`src/rtl/bcd2bin_seq.sv`:
```
// Sequential packed-BCD to binary converter (reverse double dabble, one bit per cycle).
// Optional operand digit check enabled by defining BCD2BIN_CHECK_EN.
module bcd2bin_seq #(
  parameter int DIGITS = 2,
  parameter int BIN_W  = 7
) (
  input  logic                  clk,
  input  logic                  rst,
  input  logic                  start,
  input  logic [4*DIGITS-1:0]   bcd,
  output logic                  ready,
  output logic                  done_tick,
  output logic [BIN_W-1:0]      bin,
  output logic                  err
);

  localparam int BCD_W = 4 * DIGITS;
  localparam int SR_W  = BCD_W + BIN_W;
  localparam int CNT_W = (BIN_W > 1) ? $clog2(BIN_W) : 1;

  typedef enum logic [1:0] {IDLE, OP, DONE} state_t;

  state_t            state;
  logic [SR_W-1:0]   sr;
  logic [SR_W-1:0]   sr_shift;
  logic [SR_W-1:0]   sr_next;
  logic [CNT_W-1:0]  n;

  // One iteration: shift right, then pull every BCD digit >= 8 down by 3.
  // The binary result accumulates in the low BIN_W bits, below the digits.
  always_comb begin
    // NOTE: every always_comb output gets a full default first so no latch is inferred.
    sr_shift = sr >> 1;
    sr_next  = sr_shift;
    for (int d = 0; d < DIGITS; d++) begin
      if (sr_shift[BIN_W + 4*d +: 4] >= 4'd8)
        sr_next[BIN_W + 4*d +: 4] = sr_shift[BIN_W + 4*d +: 4] - 4'd3;
    end
  end

`ifdef BCD2BIN_CHECK_EN
  logic chk_fail;

  function automatic logic has_bad_digit(input logic [BCD_W-1:0] v);
    logic bad;
    bad = 1'b0;
    for (int d = 0; d < DIGITS; d++)
      if (v[4*d +: 4] > 4'd9) bad = 1'b1;
    return bad;
  endfunction
`else
  assign err = 1'b0;
`endif

  // NOTE: sequential state uses non-blocking assignments only, so every register
  // in this block samples the pre-edge values of its neighbours.
  always_ff @(posedge clk) begin
    if (rst) begin
      state     <= IDLE;
      ready     <= 1'b1;
      done_tick <= 1'b0;
      bin       <= '0;
      sr        <= '0;
      n         <= '0;
`ifdef BCD2BIN_CHECK_EN
      err       <= 1'b0;
      chk_fail  <= 1'b0;
`endif
    end else begin
      case (state)
        IDLE: begin
          done_tick <= 1'b0;
          if (start) begin
            ready <= 1'b0;
            sr    <= {bcd, {BIN_W{1'b0}}};
            n     <= CNT_W'(BIN_W - 1);
            state <= OP;
`ifdef BCD2BIN_CHECK_EN
            // A bad operand skips the iterations and finishes on the next edge.
            chk_fail <= has_bad_digit(bcd);
            if (has_bad_digit(bcd)) n <= '0;
`endif
          end
        end

        OP: begin
          sr <= sr_next;
          if (n == '0) begin
            state     <= DONE;
            done_tick <= 1'b1;
`ifdef BCD2BIN_CHECK_EN
            bin <= chk_fail ? '0 : sr_next[BIN_W-1:0];
            err <= chk_fail;
`else
            bin <= sr_next[BIN_W-1:0];
`endif
          end else begin
            n <= n - 1'b1;
          end
        end

        DONE: begin
          done_tick <= 1'b0;
          ready     <= 1'b1;
          state     <= IDLE;
        end

        default: begin
          done_tick <= 1'b0;
          ready     <= 1'b1;
          state     <= IDLE;
        end
      endcase
    end
  end

endmodule

```
`config.mk`:
```
export PLATFORM = sky130hd
export DESIGN_NAME = bcd2bin_seq
export DESIGN_NICKNAME = d
export VERILOG_FILES = /design/src/rtl/bcd2bin_seq.sv
export SDC_FILE = /design/constraint.sdc
export NUM_CORES = 1
export LEC_CHECK = 0
export BUFFER_PORTS_ARGS = -buffer_cell sky130_fd_sc_hd__buf_2
export CORE_ASPECT_RATIO = 0.6
export CORE_UTILIZATION = 35
export CTS_CLUSTER_SIZE = 10
export DETAILED_ROUTE_END_ITERATION = 6
export GPL_ROUTABILITY_DRIVEN = 0
export SETUP_SLACK_MARGIN = 0.1
export SLEW_MARGIN = 40
export SYNTH_ARGS = -nofsm -noshare
export SYNTH_HDL_FRONTEND = slang
export SYNTH_SLANG_ARGS = --single-unit
export TNS_END_PERCENT = 20
```
`constraint.sdc`:
```
create_clock -name clk -period 2.8 [get_ports clk]
set_input_delay 0.84 -clock clk [delete_from_list [all_inputs] [get_ports clk]]
set_output_delay 0.84 -clock clk [all_outputs]
set_load 0.03 [all_outputs]
```
; ---- Word level (Yosys, flattened, before mapping)
; Index checks and enable logic that the tools add are counted.
; W data, S select, Z words.
[classes]
addsub = 3
order_cmp = 2
eq_ne = 4
mux = 12
n_bitwise = 1
n_reduce_logical = 9
[ops]
columns = op, count
row1 = $pmux W15 S2, 1
row2 = $mux W15, 1
row3 = $mux W4, 2
row4 = $reduce_and A2 Y1, 4
row5 = $mux W3, 2
row6 = $ne A2 B2 Y1 const B, 3
row7 = $pmux W3 S2, 1
row8 = $ge A3 B4 Y1 const B, 1
row9 = $ge A4 B4 Y1 const B, 1
row10 = $mux W2, 2
row11 = $pmux W2 S2, 1
row12 = $sub A3 B2 Y4 const B, 1
row13 = $sub A4 B2 Y4 const B, 1
row14 = $logic_not A3 Y1, 1
row15 = $reduce_and A3 Y1, 1
row16 = $sub A3 B1 Y3 const B, 1
row17 = $eq A2 B1 Y1 const B, 1
row18 = $logic_not A2 Y1, 1
row19 = $pmux W1 S2, 1
row20 = $reduce_bool A2 Y1, 1
row21 = $reduce_or A2 Y1, 1
row22 = $mux W1, 1
row23 = $not A1 Y1, 1
[word_totals]
ff_bits = 29
in_bits = 11
wordCells = 37

; ---- Longest topological paths before layout
; Gate-level depths: netlist (run 1).
[depth]
depth_word = 3
mapped_depth = 6

; ---- Least setup slack after synthesis (run 1)
; OpenSTA, ideal clock, no wires.
[synth_timing]
path_type = input-to-reg
startpoint = input port start
endpoint = register sr[8]
setup_ns = 0.095
arrival_time_ns = 1.641
slack_ns = 1.064
stages = 4
cell_sequence = buf_2 > o21bai_4 > or4_1 > o311ai_1
[synth_via]
elab_chain_len = 2
[synth_rtl]
columns = item, line_no
row1 = "start, declared", 9  ; input logic start,
row2 = $ne A2 B2 Y1 (no line), n/a
row3 = $reduce_and A2 Y1 (no line), n/a
row4 = "end signal, assigned", 75  ; sr <= {bcd, {BIN_W{1'b0}}};
row5 = "end signal, assigned", 87  ; sr <= sr_next;
row6 = "end, declared", 24  ; logic [SR_W-1:0] sr;
; No other way between the ends.
; A chain may end at the register's enable or synchronous reset.

==> summary.md, run 1 <==
| Metric | Value |
|---|---|
| Status | finished, final reports clean |
| Post-Place Setup Slack | 0.741 ns |
| RSZ-0062 raised after global routing | no |
| Relative slew slack | 56.9% |
| Net Sw Frac | 27.5% |
| Routed len/inst | 12.9 µm |
| Area share of the largest cell type after synthesis | 43.3% |
| Worst VDD drop | 0.000269 V |
| Initial antenna violation count | 0 |
| Post-synthesis sequential area ratio | 43.3% |
| Synth area leader | dfxtp_1 |
| Power Density | 666 mW/mm² |
| Setup ws final | 1.04 ns |
| Fin. max-slew vios | 0 |
| Crit Reg-Reg Startpoint | state[0] |
| Vias/cell | 5.10 |
| Clock Skews | 0.00480 ns |
| Clock sinks | 28 |
| Crit path time final | 1.76 ns |
| Number of fill cells in the layout | 346 |
| Ys flop type | dfxtp_1 |
| Internal power | 698 µW |
| Leakage | 0.590 nW |
| Multiplexer share of the synthesized area | 6.96% |
| CP top delay family | simple AND/OR/NAND/NOR gates |
| Stages on worst setup path | 4 |
| Syn Nets | 155 |
| Layout Cells excl Fill | 197 |
| Largest net degree at the start of global routing | 34 |
| Antenna cells | 0 |
| Simple-gate portion of the synthesized area | 16.6% |
| Final wirelength | 2540 µm |
| DP HPWL | 1840 µm |
| Layout cells sized above 1 | 18.4% |
| Critical path's slowest cell | buf_2 |
| CTS Hold Bufs | 0 |
| # DRC | 0 |
| DR vias | 1004 |
| Area Overhead vs Synth | 11.6% |
| Worst Tran Pin Value | 0.646 ns |
| CP required | 2.97 ns |
| Fin area | 0.00145 mm² |
| Post-CTS Setup Inserts | 0 |
| Worst-path cell chain | buf_2 > nor2_1 > and4_1 > or3_1 |
| Commonest non-fill, non-tap cell in the layout | dfxtp_1 |
| Clock Tree Buf Depth | 2 |
| Placement Cell Area | 0.00137 mm² |
| Syn Area/Cell | 9.25 µm² |
| Area of the multi-input gates | 617 µm² |
| Total negative setup slack | 0 ns |
| Crit-path max FO | 33 |
| Worst hold endpoint | done_tick |
| Max incr delay on CP | 0.43 ns |
| Synth Instances | 140 |
| Total iterations of the first detailed-routing run | 4 |
| Cells on Worst Hold Path | 2 |
| Main combinational cell family by area after synthesis | compound AO/OA/AOI/OAI gates |
| Sequential power share | 48.0% |
| Die area | 0.00395 mm² |
| CTS tree | done |
| Placed Instances | 193 |
| Row count | 16 |
| EDFF count, synth | 0 |
| Reg-to-Reg End | sr[8] |
| HP Start | done_tick |
| Grt ovf | 0 |
| Endpoints failing setup | 0 |
| Flops & latches, synth | 28 |
| Area contributors post-synth | dfxtp_1 43%, mux2i_1 7.0%, nor2_1 6.4% |
| CTS buffer count | 3 |
| Crit end category | flop |
| Adder-Cell Fraction of Synth Area | 3.86% |
| Sw Pwr | 265 µW |
| Most frequent cells in the layout | 28 x dfxtp_1, 22 x nor2_1, 19 x buf_2, 12 x inv_1, 9 x mux2i_1 |
| Die width | 80.5 µm |
| Overall routing resource usage | 14.3% |
| Number of global-route vias before repair | 931 |
| Clock slew at reported path FFs | 0.10 ns |
| Synth Area in Compound Gates | 18.6% |
| Post-CTS Resized | 0 |
| Yosys warning total | 0 |
| Final hold vios | 0 |
| Worst r2r path cells | 3 |
| Max H-tree Level | 1 |
| Synth Cell Area | 0.00129 mm² |
| Max Cap Viol | 0 |
| First-pass GRT wire length | 4280 µm |
| Routed Antenna Nets | 0 |
| Async SR Flop Fraction | 0% |
| Storage cell area | 561 µm² |
| Starting Density | 38.3% |
| Max Clk Rate | 570 MHz |
| Crit path kind | input port to flop |
| Root Buffer | clkbuf_8 |
| Worst setup SP type | input port |
| I/O Buffers | 19 |
| Die Y | 49.1 µm |
| Reg2Reg Setup Slack | 1.08 ns |
| Top Ports | 21 |
| Xor/xnor share of the synthesized area | 1.35% |
| DRT iter0 DRCs | 59 |
| CP arrival | 1.92 ns |
| Nets | 168 |
| Buf/Inv on CP | 1 |
| HP Class | flop to flop |
| Cell variety after synth | 42 |
| Share of total power in combinational logic | 18.6% |
| Final worst path period share | 62.7% |
| Clock power share | 33.4% |
| Worst skew pair latency | 0.28 ns |
| Core area | 0.00338 mm² |
## sequential cells by signal, indices dropped and copies added, names as in the netlist
register	count
sr	14
done_tick	1
bin	7
n	3
state	2
ready	1
## cells in the mapped netlist (2+ instances only)
library cell and number:
mux2i_1 9, nor3_1 2, nand2b_1 5, buf_2 3, a22oi_1 6, a21oi_1 4
o21ai_0 2, nor2b_1 3, buf_6 2, inv_1 12, nor2_1 22, buf_4 3
dfxtp_1 28, nand2_1 3, ha_1 4, a211oi_1 5, o22ai_1 2
## routing by layer
metal	track usage (%)	share of wire [%]	up-vias
met5	0	0	-
met4	2.98	0.75	0
met3	4.67	7.4	3
met2	20.1	38	35
met1	21.2	53	461
li1	-	-	505
## logic make-up (layout without fill, tap and decap cells)
family / after synthesis / count (layout)
AO/OA/AOI/OAI: 31 / 31
adder cells (fa/ha/maj): 4 / 4
AND/OR/NAND/NOR: 42 / 42
multiplexers: 9 / 9
buffers and inverters: 23 / 35
flip-flops: 28 / 28
XOR/XNOR: 2 / 2
other: 1 / 1
## how the worst max path moves through the flow
stage	startpoint	end	slack, ns
6_report	rst	n[2]	1.04
5_1_grt	state[0]	sr[8]	0.96
4_1_cts	rst	n[2]	1.06
3_5_place_dp	rst	n[2]	0.74
3_3_place_gp	rst	n[2]	0.77
2_1_floorplan	start	sr[8]	1.06
## per-stage QoR
step                hold WS, ns  power [mW]  util, %
floorplan                 0.453       0.617        -
global placement          0.436       0.645     40.6
detailed placement        0.440       0.648     40.6
CTS                       0.457       0.970     42.7
global route              0.506        1.01     42.7
finish                    0.456       0.963     42.7
## power by group through the flow
stage	sequential, mW	clock (mW)	combinational, mW
final	0.462	0.322	0.179
after global routing	0.467	0.345	0.202
after CTS	0.461	0.329	0.179
after detailed placement	0.470	0	0.178
after global placement	0.469	0	0.176
after floorplan	0.460	0	0.157
## final cells by class
type                       count  area share [%]
clock buffer                   3            2.86
clock inverter                 1            2.08
inverter                      12            3.12
multi-input combinational     89            42.7
sequential                    28            38.8
tap                           45            3.90
timing repair buffer          19            6.58
## worst min-delay path: cells and delay by family (launching register included)
family | cells | cell delay [ns]
AOI/OAI and AO/OA | 1 | 0.05
buffers and inverters | 1 | 0.05
DFF | 1 | 0.32
(Power assumes the default switching activity.)
==> inputs of run 2 (changes only) <==
==> constraint.sdc (replaced) <==
create_clock -name clk -period 1.6 [get_ports clk]
set_input_delay 0.48 -clock clk [delete_from_list [all_inputs] [get_ports clk]]
set_output_delay 0.48 -clock clk [all_outputs]
set_load 0.03 [all_outputs]
==> run 2 against run 1 <==
Core utilization grew 1.2 points. Routed wire length grew 15%. Sequential share of layout area shrank 0.99 points. Register-to-register slack lost 0.90 ns. Critical path depth shrank 1. Hold slack lost 0.018 ns. Clock power grew 33%. Power grew 65%. Critical endpoint unchanged. Highest routed layer unchanged.
==> summary.md, run 2 (same netlist as run 1, synthesis figures left out) <==
| Metric | Value |
|---|---|
| Die width | 80.5 µm |
| Top Ports | 21 |
| HP Class | input port to flop |
| Root Buffer | clkbuf_8 |
| Routed len/inst | 14.3 µm |
| Nets | 175 |
| Commonest non-fill, non-tap cell in the layout | dfxtp_1 |
| CTS buffer count | 3 |
| Max Cap Viol | 0 |
| Routed Antenna Nets | 0 |
| Crit path time final | 1.42 ns |
| # DRC | 0 |
| CTS Hold Bufs | 0 |
| Crit path kind | flop to flop |
| Die Y | 49.1 µm |
| Total negative setup slack | 0 ns |
| Initial antenna violation count | 0 |
| Final wirelength | 2910 µm |
| Stages on worst setup path | 3 |
| Reg-to-Reg End | n[2] |
| Overall routing resource usage | 15.9% |
| Buf/Inv on CP | 0 |
| Post-Place Setup Slack | 0.166 ns |
| Worst r2r path cells | 3 |
| Most frequent cells in the layout | 27 x dfxtp_1, 22 x nor2_1, 19 x buf_2, 12 x inv_1, 9 x mux2i_1 |
| CP required | 1.75 ns |
| Clock Skews | 0.00219 ns |
| Vias/cell | 5.17 |
| Number of global-route vias before repair | 948 |
| Endpoints failing setup | 0 |
| Fin. max-slew vios | 0 |
| Crit end category | flop |
| Worst setup SP type | flop |
| Final hold vios | 0 |
| DP HPWL | 2190 µm |
| Antenna cells | 0 |
| Die area | 0.00395 mm² |
| Clock sinks | 28 |
| Setup ws final | 0.185 ns |
| Layout cells sized above 1 | 22.6% |
| Worst-path cell chain | and2b_4 > and4_1 > or3_1 |
| Max incr delay on CP | 0.45 ns |
| CP arrival | 1.57 ns |
| Number of fill cells in the layout | 334 |
| Crit Reg-Reg Startpoint | state[1] |
| Max H-tree Level | 1 |
| Core area | 0.00338 mm² |
| Clock slew at reported path FFs | 0.09 ns |
| Worst skew pair latency | 0.27 ns |
| I/O Buffers | 19 |
| Net Sw Frac | 28.9% |
| Leakage | 0.619 nW |
| Clock Tree Buf Depth | 2 |
| Status | finished, final reports clean |
| Crit-path max FO | 11 |
| Cells on Worst Hold Path | 2 |
| Worst VDD drop | 0.000536 V |
| Grt ovf | 0 |
| Fin util | 43.9% |
| Biggest register | sr |
| CP top delay family | simple AND/OR/NAND/NOR gates |
| Total iterations of the first detailed-routing run | 4 |
| CTS tree | done |
| RSZ-0062 raised after global routing | yes |
| DRT iter0 DRCs | 54 |
| HP Start | rst |
| Row count | 16 |
| Internal power | 1.13 mW |
| DR vias | 1055 |
| Largest net degree at the start of global routing | 16 |
| Share of total power in combinational logic | 22.8% |
| Worst hold endpoint | sr[13] |
| Starting Density | 38.3% |
| Reg2Reg Setup Slack | 0.18 ns |
| Biggest regs | sr: 14 flops, bin: 7 flops, n: 3 flops |
| Sw Pwr | 459 µW |
| Clock power share | 26.9% |
| First-pass GRT wire length | 4730 µm |
| Sequential power share | 50.3% |
| Area Overhead vs Synth | 14.8% |
| Power Density | 1070 mW/mm² |
| Max Clk Rate | 707 MHz |
| Max FFs per register | 14 |
| Critical path's slowest cell | dfxtp_1 |
| Final worst path period share | 88.5% |
-- run 2: cell count changes in the layout (fill, tap and decap cells not counted) --
cell / previous run / this run
buf_4: 0 / 7
and4bb_2: 1 / 0
and4bb_4: 0 / 1
bufinv_16: 1 / 0
clkbuf_8: 3 / 4
dfxtp_1: 28 / 27
dfxtp_2: 0 / 1
-- run 2: layout make-up --
cell class	count	area, µm²	area share (%)
Tap cell	45	56.3	3.79
Sequential cell	28	562	37.8
Multi-Input combinational cell	89	621	41.8
Inverter	12	45.0	3.03
Clock buffer	4	55.1	3.70
Timing Repair Buffer	26	148	9.93
-- run 2: worst max path at each step --
stage / start / slack [ns] / to
final: state[1] / 0.18 / n[2]
after floorplan: start / 0.22 / sr[8]
after global routing: sr[9] / 0.07 / sr[8]
after CTS: n[0] / 0.17 / bin[6]
after global placement: start / 0.19 / sr[8]
after detailed placement: start / 0.17 / sr[8]
-- run 2: worst reg2reg max path: stages, from the launching register on --
cell     delay (ns)
dfxtp_1        0.45
and2b_4        0.28
and4_1         0.20
or3_1          0.37
-- run 2: layer usage --
metal | GRT usage, % | routed length, µm | part of all wire [%] | vias up
met5 | 0 | 0 | 0 | -
met4 | 2.68 | 4 | 0.14 | 0
met3 | 4.49 | 144 | 4.9 | 2
met2 | 22.3 | 1200 | 41 | 28
met1 | 24.1 | 1560 | 54 | 501
li1 | - | - | - | 524
-- run 2: repair_timing --
item | CTS | global route
buffers inserted | 0 | 0
resized for setup | 0 | 2
endpoints found under the setup margin | 0 | 8
-- run 2: power groups by stage --
stage / Combinational, mW / Clock [mW] / Sequential (mW)
finish: 0.363 / 0.427 / 0.800
global route: 0.401 / 0.475 / 0.808
CTS: 0.359 / 0.443 / 0.798
detailed placement: 0.359 / 0 / 0.814
global placement: 0.346 / 0 / 0.812
floorplan: 0.274 / 0 / 0.806
-- run 2: through the flow --
step	hold slack [ns]	area (µm²)	power (mW)	std cells
global route	0.440	1490	1.68	204
CTS	0.430	1480	1.60	204
detailed placement	0.448	1430	1.17	200
floorplan	0.453	1290	1.08	140
finish	0.439	1490	1.59	204
global placement	0.441	1430	1.16	200
==> inputs of run 3 (changes only) <==
--- a/config.mk
+++ b/config.mk
@@ -5,6 +5,7 @@
 export SDC_FILE = /design/constraint.sdc
 export NUM_CORES = 1
 export LEC_CHECK = 0
+export ABC_AREA = 1
 export BUFFER_PORTS_ARGS = -buffer_cell sky130_fd_sc_hd__buf_2
 export CORE_ASPECT_RATIO = 0.6
 export CORE_UTILIZATION = 35
==> run 3 against run 2 <==
Power about the same. Combinational power down 2%. Worst setup slack better by 0.045 ns. Critical path type unchanged. Sequential share of layout area up 1.6 points. Clock skew up 0.0013 ns. Via count up 1.2%. Design area down 4.4%. Count of clock-buffer cells in the layout unchanged. Synthesized area down 3.0%. Synthesized cell count up 19%. First-iteration DRC count down 33%. Non-clock buffer count down 6.
==> summary.md, run 3 <==
| Metric | Value |
|---|---|
| Status | finished, final reports clean |
| CTS Hold Bufs | 0 |
| Max Clk Rate | 730 MHz |
| First-pass GRT wire length | 4440 µm |
| Core area | 0.00334 mm² |
| Leakage | 0.654 nW |
| Row count | 16 |
| Area share of the largest cell type after synthesis | 44.6% |
| Clock slew at reported path FFs | 0.09 ns |
| Synth area leader | dfxtp_1 |
| Crit path time final | 1.37 ns |
| HP Class | flop to flop |
| Synth Cell Area | 0.00126 mm² |
| Synth Instances | 167 |
| DR vias | 1068 |
| Synth cell count leaders | 38 x nand2_1, 28 x dfxtp_1, 18 x nor2_1, 16 x a21oi_1, 16 x inv_1 |
| Syn Area/Cell | 7.52 µm² |
| Commonest non-fill, non-tap cell in the layout | nand2_1 |
| Nets | 201 |
| CTS tree | done |
| Antenna cells | 0 |
| Post-CTS Setup Inserts | 0 |
| CTS buffer count | 3 |
| Die width | 79.3 µm |
| Post-synthesis sequential area ratio | 44.6% |
| Top-count cell post-synth | nand2_1 |
| Endpoints failing setup | 0 |
| Clock sinks | 28 |
| Max H-tree Level | 1 |
| Top Ports | 21 |
| Crit-path max FO | 9 |
| Flops & latches, synth | 28 |
| I/O Buffers | 19 |
| Setup ws final | 0.230 ns |
| Crit end category | flop |
| Fin. max-slew vios | 0 |
| EDFF count, synth | 0 |
| Number of global-route vias before repair | 995 |
| Area Overhead vs Synth | 13.1% |
| Total power | 1.59 mW |
| Post-Place Setup Slack | 0.226 ns |
| Final worst path period share | 85.6% |
| Ys flop type | dfxtp_1 |
| Clock Skews | 0.00350 ns |
| Clock Tree Buf Depth | 2 |
| Final hold vios | 0 |
| Crit path kind | flop to flop |
| Worst setup SP type | flop |
| Max FFs per register | 14 |
| # DRC | 0 |
| Initial antenna violation count | 0 |
| Layout cells sized above 1 | 21.1% |
| Worst skew pair latency | 0.27 ns |
| RSZ-0062 raised after global routing | no |
| Most frequent cells in the layout | 38 x nand2_1, 28 x dfxtp_1, 19 x buf_2, 18 x nor2_1 |
| Die area | 0.00384 mm² |
| CP arrival | 1.54 ns |
| DRT iter0 DRCs | 36 |
| Overall routing resource usage | 14.6% |
| Routed len/inst | 11.4 µm |
| Yosys warning total | 0 |
| CP required | 1.77 ns |
| Vias/cell | 4.64 |
| Max Cap Viol | 0 |
| DP HPWL | 1960 µm |
| Power Density | 1120 mW/mm² |
| Biggest register | sr |
| Total negative setup slack | 0 ns |
| Total iterations of the first detailed-routing run | 6 |
| Cell variety after synth | 21 |
| Syn Nets | 182 |
| Post-CTS Resized | 0 |
| Biggest regs | sr: 14 flops, bin: 7 flops, n: 3 flops |
| Routed Antenna Nets | 0 |
| Die Y | 48.4 µm |
| Root Buffer | clkbuf_8 |
| Area contributors post-synth | dfxtp_1 45%, nand2_1 11%, a21oi_1 6.4% |
| Grt ovf | 0 |
| Async SR Flop Fraction | 0% |
| Worst VDD drop | 0.000583 V |
| Largest net degree at the start of global routing | 17 |
| Final wirelength | 2630 µm |
| Starting Density | 37.6% |
## run 3: changes by cell type after synthesis, moves of 6 or more
cell     previous run  this run
a21oi_1             4        16
a22oi_1             6         0
mux2i_1             9         0
nand2_1             3        38
nand3_1             0         6
o21ai_0             2        15
## run 3: power breakdown
part,internal (mW),switching (mW),leakage [nW]
Combinational,0.111,0.243,0.395
Sequential,0.758,0.0438,0.229
Clock,0.220,0.215,0.0288
Total,1.09,0.502,0.654
## run 3: kinds of logic (layout without fill, tap and decap cells)
logic type,count (synthesis),count (layout),share of synthesized area [%]
AOI/OAI and AO/OA,39,39,17.1
adders and majority gates,4,4,3.98
buffers and inverters,25,43,9.66
DFF,28,28,44.6
other,1,1,0.299
and+or+nand+nor,70,70,24.3
## run 3: metrics by stage
stage               utilization (%)  instances  area, µm²  hold WS [ns]
CTS                            42.5        230       1420         0.436
detailed placement             40.9        226       1370         0.423
finish                         42.5        230       1420         0.444
floorplan                         -        167       1260         0.403
global placement               40.9        226       1370         0.413
global route                   42.5        230       1420         0.449
## run 3: layer usage
layer  GRT usage (%)  routed length [µm]  share of wire [%]
met1            20.9                1410                 54
met2            21.8                1050                 40
met3            4.91                 169                6.4
met4            1.82                   0                  0
met5               0                   0                  0
## run 3: final cells by class
class / count / area [µm²]
clock buffer: 4 / 55.1
multi-input combinational: 114 / 574
sequential: 28 / 561
fill: 356 / 1920
timing repair buffer: 20 / 103
tap: 45 / 56.3
inverter: 19 / 72.6
## run 3: worst paths after layout
path	start	to	slack (ns)	depth (start not counted)
worst max register to register	n[0]	bin[3]	0.23	7
worst max-delay path	n[0]	bin[3]	0.23	7
worst min-delay path	n[0]	n[0]	0.44	1
worst min register to register	n[0]	n[0]	0.44	1
## run 3: critical path: stages (launching register included)
cell and delay [ns]:
dfxtp_1 0.32, inv_1 0.10, ha_1 0.18, nand2_1 0.13
nor2_4 0.22, inv_1 0.14, nor2_1 0.12, nor2_1 0.05
